<file path="config.mk">
export PLATFORM = sky130hd
export DESIGN_NAME = bus_arbiter_4
export DESIGN_NICKNAME = d
export VERILOG_FILES = /design/src/rtl/bus_arbiter_4.sv
export SDC_FILE = /design/constraint.sdc
export NUM_CORES = 1
export LEC_CHECK = 0
export CAP_MARGIN = 20
export CORE_UTILIZATION = 39
export DETAILED_ROUTE_END_ITERATION = 6
export HOLD_SLACK_MARGIN = 0.1
export PLACE_DENSITY = 0.89
export SLEW_MARGIN = 0
export SYNTH_ARGS = -nofsm -noshare
export SYNTH_HDL_FRONTEND = slang
export SYNTH_SLANG_ARGS = --single-unit
</file>
<file path="constraint.sdc">
create_clock -name clk -period 2.2 [get_ports clk]
set_input_delay 0.55 -clock clk [delete_from_list [all_inputs] [get_ports clk]]
set_output_delay 0.55 -clock clk [all_outputs]
set_load 0.01 [all_outputs]
</file>
<file path="src/rtl/bus_arbiter_4.sv">
// Round-robin 4-way owner arbiter for the shared internal bus with bounded tenure and a one-cycle turnaround.
// Grant 1 cycle after request, registered bus word 1 cycle after grant; requesters wait by keeping req high.
module bus_arbiter_4 #(
  parameter int WIDTH    = 18,
  parameter int MAX_HOLD = 8
) (
  input  logic             clk,
  input  logic             rst_n,
  input  logic [3:0]       req,
  input  logic [WIDTH-1:0] in0,
  input  logic [WIDTH-1:0] in1,
  input  logic [WIDTH-1:0] in2,
  input  logic [WIDTH-1:0] in3,
  output logic [1:0]       sel,
  output logic [3:0]       gnt,
  output logic [WIDTH-1:0] bus_out,
  output logic             bus_valid,
  output logic             busy
);

  localparam int HW = (MAX_HOLD > 1) ? $clog2(MAX_HOLD) : 1;
  localparam logic [HW-1:0] HOLD_LAST = HW'(MAX_HOLD - 1);

  typedef enum logic [1:0] {
    ST_IDLE   = 2'd0,
    ST_OWN    = 2'd1,
    ST_SWITCH = 2'd2
  } state_e;

  state_e           state_q, state_d;
  logic [1:0]       owner_q, owner_d;
  logic [1:0]       ptr_q, ptr_d;
  logic [HW-1:0]    hold_cnt_q, hold_cnt_d;
  logic [3:0]       gnt_q, gnt_d;
  logic             busy_q, busy_d;
  logic [WIDTH-1:0] bus_out_q, bus_out_d;
  logic             bus_valid_q, bus_valid_d;

  logic [1:0]       win_idx;
  logic [WIDTH-1:0] owner_dat;
  logic             others_req;

  // Scan from the highest offset down so the lowest offset from ptr wins.
  function automatic logic [1:0] rr_pick(input logic [3:0] r, input logic [1:0] p);
    logic [1:0] idx;
    rr_pick = p;
    for (int k = 3; k >= 0; k--) begin
      idx = p + 2'(k);
      if (r[idx]) rr_pick = idx;
    end
  endfunction

  always_comb begin
    win_idx    = rr_pick(req, ptr_q);
    others_req = |(req & ~(4'b0001 << owner_q));
    case (owner_q)
      2'd0:    owner_dat = in0;
      2'd1:    owner_dat = in1;
      2'd2:    owner_dat = in2;
      default: owner_dat = in3;
    endcase
  end

  always_comb begin
    state_d     = state_q;
    owner_d     = owner_q;
    ptr_d       = ptr_q;
    hold_cnt_d  = hold_cnt_q;
    bus_out_d   = bus_out_q;
    bus_valid_d = 1'b0;

    case (state_q)
      ST_IDLE, ST_SWITCH: begin
        if (|req) begin
          state_d    = ST_OWN;
          owner_d    = win_idx;
          ptr_d      = win_idx + 2'd1;
          hold_cnt_d = '0;
        end else begin
          state_d = ST_IDLE;
        end
      end
      ST_OWN: begin
        if (req[owner_q]) begin
          bus_out_d   = owner_dat;
          bus_valid_d = 1'b1;
        end
        if (!req[owner_q]) begin
          state_d = ST_SWITCH;
        end else if (hold_cnt_q == HOLD_LAST && others_req) begin
          state_d = ST_SWITCH;
        end else if (hold_cnt_q != HOLD_LAST) begin
          hold_cnt_d = hold_cnt_q + HW'(1);
        end
      end
      default: state_d = ST_IDLE;
    endcase

    // Grant and busy are registered copies of the next state so they line up with ownership.
    gnt_d  = (state_d == ST_OWN) ? (4'b0001 << owner_d) : 4'b0000;
    busy_d = (state_d != ST_IDLE);
  end

  always_ff @(posedge clk) begin
    if (!rst_n) begin
      state_q     <= ST_IDLE;
      owner_q     <= 2'd0;
      ptr_q       <= 2'd0;
      hold_cnt_q  <= '0;
      gnt_q       <= 4'b0000;
      busy_q      <= 1'b0;
      bus_out_q   <= '0;
      bus_valid_q <= 1'b0;
    end else begin
      state_q     <= state_d;
      owner_q     <= owner_d;
      ptr_q       <= ptr_d;
      hold_cnt_q  <= hold_cnt_d;
      gnt_q       <= gnt_d;
      busy_q      <= busy_d;
      bus_out_q   <= bus_out_d;
      bus_valid_q <= bus_valid_d;
    end
  end

  assign sel       = owner_q;
  assign gnt       = gnt_q;
  assign busy      = busy_q;
  assign bus_out   = bus_out_q;
  assign bus_valid = bus_valid_q;

endmodule

</file>
## After elaboration in Yosys (flattened, before gate mapping)

Cells that the tools add are included.

| word-level totals | value |
|---|---|
| flip-flop bits (word level) | 33 |
| input port bits | 78 |
| output and inout bits | 26 |
| word-level logic and storage cells | 73 |

| operators by class | value |
|---|---|
| add/subtract/negate cells | 5 |
| magnitude comparators | 5 |
| equal/unequal tests | 11 |
| shifts and indexed selects | 2 |
| mux-type cells | 27 |
| bitwise operators | 2 |
| reductions and logical operators | 13 |

Operators by type and width:

| cell | number |
|---|---|
| 18-bit one-hot mux with 3 select lines | 1 |
| 2-bit 2-to-1 mux | 8 |
| 2-bit by 3-bit < comparator with 1-bit output, second input constant | 5 |
| 3-bit 2-to-1 mux | 4 |
| 1-bit binary-select mux with 2-bit select | 5 |
| 2-bit inequality test, second input constant | 4 |
| 2-bit AND reduction | 4 |
| 4-bit OR reduction | 2 |
| 1-bit by 2-bit << shifter with 4-bit output, first input constant | 2 |
| 1-bit 2-to-1 mux | 7 |
| 2-bit by 1-bit equality test with 1-bit output, second input constant | 3 |
| 3-bit one-hot mux with 2 select lines | 1 |
| 5-bit AND reduction | 1 |
| 2-bit by 1-bit adder with 2-bit output, second input constant | 2 |
| 2-bit adder, second input constant | 2 |
| 4-bit AND | 1 |
| 2-bit equality test, second input constant | 2 |
| 2-bit zero test | 2 |
| 4-bit NOT | 1 |
| 2-bit one-hot mux with 2 select lines | 1 |
| 2-bit nonzero test | 2 |
| 3-bit by 1-bit adder with 3-bit output, second input constant | 1 |
| 3-bit equality test, second input constant | 1 |
| 3-bit inequality test, second input constant | 1 |
| 2 further kinds | 2 |

## Logic depth before layout (Yosys ltp)

| logic depth | value |
|---|---|
| depth in word-level cells | 10 |
| mapped depth | 7 |
| depth with buffers taken out | 5 |

## Least setup slack after synthesis

OpenSTA, ideal clock, no wires.

| timing | value |
|---|---|
| kind | input-to-reg |
| start | input req[3] |
| end | register hold_cnt_q[2] |
| library setup time | 0.117 ns |
| arrival time | 1.663 ns |
| required time | 2.083 ns |
| slack | 0.420 ns |
| stages | 7 |
| path buffers | 2 |
| cells stage by stage | buf_6 mux4_2 nand2_4 buf_8 nor3b_1 a31oi_1 nor2b_1 |

| between the ends | value |
|---|---|
| longest elaborated chain between the ends | 5 |
| elaborated cells on any way between the ends | 10 |
| those cells by class | 3 x eq/ne; 2 x mux; 1 x bitwise; 4 x reduce/logical |

Ends and longest elaborated chain:

| element | RTL line | text |
|---|---|---|
| start: declaration | 9 | `input logic [3:0] req,` |
| 4-bit AND | 55 | `others_req = \|(req & ~(4'b0001 << owner_q));` |
| 4-bit OR reduction | 55 |  |
| 1-bit logical AND | 90 | `end else if (hold_cnt_q == HOLD_LAST && others_req) begin` |
| 2-bit inequality test (no line) | - |  |
| 5-bit AND reduction (no line) (*) | - |  |
| end signal: assignment | 118 | `hold_cnt_q <= hold_cnt_d;` |
| end: declaration | 33 | `logic [HW-1:0] hold_cnt_q, hold_cnt_d;` |

Every way passes the cells marked *; elsewhere a longest branch is shown, timed or not. The select of a mux whose other input is x is not followed.
A chain may end at the register's enable or synchronous reset.

## Worst setup path after layout

| timing | value |
|---|---|
| start | input req[2] |
| end | register bus_out_q[15] (netlist: bus_out[15]) |

| between the ends | value |
|---|---|
| longest elaborated chain between the ends | 3 |

Ends and longest elaborated chain:

| element | RTL line | text |
|---|---|---|
| 1-bit binary-select mux with 2-bit select | 84 | `if (req[owner_q]) begin` |
| 1-bit 2-to-1 mux (not written as such) | 84 |  |
| 2-bit AND reduction (no line) | - |  |
| end signal: assignment | 121 | `bus_out_q <= bus_out_d;` |
| end: declaration | 36 | `logic [WIDTH-1:0] bus_out_q, bus_out_d;` |

No other way between the ends. The select of a mux whose other input is x is not followed.

==> impl_metrics.json <==
{
  "rsz0062_at_grt": "false",
  "detail-route-antenna-nets": 0,
  "cts_max_level": 2,
  "seq_area_frac_synth_pct": 34.2,
  "synth_top_family_by_area": "multiplexers",
  "final_nets": 354,
  "drc": 0,
  "p_leak_nw": 1.24,
  "die_x_um": 72.4,
  "hp-class": "reg2reg",
  "wl_mm": 5.01,
  "cp.arrival_ns": 2.20,
  "cts_tree": "yes",
  "finalHoldViolCount": 0,
  "overflow": 0,
  "grt_pass1_wl_mm": 7.58,
  "clock-sinks": 33,
  "regToRegSetupSlack_ns": 0.43,
  "synth_top_cell_area_share_pct": 34.2,
  "vias": 1739,
  "yosys.cell_count.top_type": "dfxtp_1",
  "maxSlewViolCount": 0,
  "grt_max_degree": 26,
  "ys_top_cells_by_count": "33 x dfxtp_1, 22 x nor2b_1, 19 x mux2i_1, 19 x mux4_2",
  "cts_root_buffer": "clkbuf_8",
  "hold_buffers": 0,
  "setup_slack_ns": 0.162,
  "track_usage_pct": 19.1,
  "synth_flop_cell": "dfxtp_1",
  "yosys-mux-area-fraction_pct": 32.0,
  "fin_skew_ns": 0.0117,
  "cts_resized": 0,
  "synth_area_leaders": "dfxtp_1 34%, mux4_2 22%, mux2i_1 9.8%",
  "synthesis.nets": 243,
  "power_density_mw_per_mm2": 648,
  "critPathLaunch": "req[2]",
  "clkTransAtPathRegs_ns": 0.06,
  "syn_area_per_cell_um2": 11.9,
  "r2r-start": "sel[1]",
  "wl_per_cell_um": 14.7,
  "core_mm2": 0.00475,
  "synth_compound_area_share_pct": 11.6,
  "antenna_found_initial": 0,
  "maxCapViolations": 0,
  "hpwl_mm": 4.06,
  "r2r_cells": 6,
  "timing.fmax_mhz": 491,
  "ys_ff_latch": 33,
  "dieArea_mm2": 0.00525,
  "async_flop_share_pct": 0,
  "diodes": 0,
  "synth_area_mm2": 0.00193,
  "syn_inst": 163,
  "fp.dieH_um": 72.4,
  "slew_headroom_pct": 75.8,
  "outcome": "complete, no violations",
  "synth.distinct_cells": 44,
  "postCtsSetupRepairBufs": 0,
  "power_mw": 2.06,
  "yosys.area.top_type": "dfxtp_1",
  "setup_viol": 0,
  "synth-edff-count": 0,
  "start_util_pct": 40.7,
  "preCtsSetupSlack_ns": -0.110,
  "yosys_warnings": 0,
  "crit_type": "in2reg",
  "io_pins": 104,
  "critPathMaxFanout": 15,
  "endpoint": "bus_out[15]",
  "synth-simple-area-share_pct": 14.4,
  "synthAdderAreaFrac_pct": 1.29,
  "finalCritPeriodShare_pct": 92.7,
  "clk_path_buf_depth": 2,
  "hold_slack_ns": 0.519,
  "vdd_ir_drop_max_mv": 0.488,
  "worst_setup_path_end_kind": "flip-flop",
  "place_congestion": 0.831,
  "post-route-min-period_ns": 2.04,
  "first_pass_iters": 4,
  "clock_latency_ns": 0.28,
  "grt_pass1_vias": 1768,
  "syn2layout_area_growth_pct": 64.5,
  "vias_per_cell": 5.08,
  "startpoint_type": "input pin",
  "rows": 25,
  "cts_buffers": 5,
  "drive_above_1_share_pct": 17.5,
  "worstMarginPinSlew_ns": 0.362,
  "timing.rr.end": "gnt[0]",
  "numPortBuffers": 103,
  "synth-xor-area-share_pct": 0.453,
  "drtIter0Drc": 88,
  "required_ns": 2.36
}
==> worst max-delay path, stage by stage <==
cell	delay, ns
clkdlybuf4s50_1	0.52
mux4_2	0.54
nand2_4	0.14
buf_12	0.18
mux2i_1	0.20
nor2b_1	0.06
==> cells by family after synthesis <==
logic type / after synthesis
xor gates and xnor gates: 1
muxes: 38
adders and majority gates: 2
buffers and inverters: 18
DFF: 33
AOI/OAI and AO/OA: 26
and+or+nand+nor: 45
==> worst min path at each step <==
stage / from / endpoint / cells after the start
CTS: bus_out[8] / bus_out[8] / 2
global route: bus_out[14] / bus_out[14] / 2
detailed placement: bus_out[8] / bus_out[8] / 2
global placement: bus_out[16] / bus_out[16] / 2
floorplan: ptr_q[1] / ptr_q[1] / 2
finish: bus_out[12] / bus_out[12] / 2
==> power by group <==
group	total (mW)	internal, mW	switching [mW]
registers	0.716	0.667	0.0491
logic	0.769	0.470	0.299
clock network	0.577	0.369	0.208
total	2.06	1.51	0.556
==> registers in the layout, indices dropped and copies added, names as in the netlist <==
| register | count |
|---|---|
| bus_out | 18 |
| gnt | 4 |
| hold_cnt_q | 3 |
| ptr_q | 2 |
| sel | 2 |
| state_q | 2 |
| bus_valid | 1 |
| busy | 1 |
==> area by class of cell <==
| cell class | count | area, µm² |
|---|---|---|
| clock buffers | 7 | 86.3 |
| fillers | 376 | 1570 |
| repair buffers | 117 | 1150 |
| multi-input cells | 112 | 1150 |
| flip-flops and latches | 33 | 661 |
| well taps | 67 | 83.8 |
| clock inverters | 1 | 30.0 |
| inverters | 5 | 18.8 |
==> placed cells by master (no fill, tap or decap), types with 2 or more instances in the layout <==
cell type,instances
buf_4,13
nor3_1,3
nor2b_1,22
dfxtp_1,33
nor2_1,4
nor3b_1,2
inv_1,5
nand3_1,2
and2_1,2
clkbuf_8,6
o21a_1,2
a21o_1,2
a21oi_1,5
mux4_2,19
mux2i_1,19
ha_1,2
nand2_1,4
a31oi_1,2
clkdlybuf4s50_1,103
==> per-stage QoR <==
step | std cells | cell area (µm²) | utilization (%) | TNS (ns)
2_1_floorplan | 163 | 1930 | - | 0
3_5_place_dp | 334 | 3070 | 64.5 | -2.12
4_1_cts | 342 | 3180 | 66.9 | 0
6_report | 342 | 3180 | 66.9 | 0
5_1_grt | 342 | 3180 | 66.9 | 0
3_3_place_gp | 334 | 3070 | 64.5 | -1.00
==> routing by layer <==
metal	wire (µm)	track usage, %	vias to the layer above
met5	0	0	-
met4	97	8.06	0
met3	339	6.94	12
met2	2770	37.3	73
met1	1800	17.4	825
li1	-	-	829
Power figures use the tool's default switching activity.
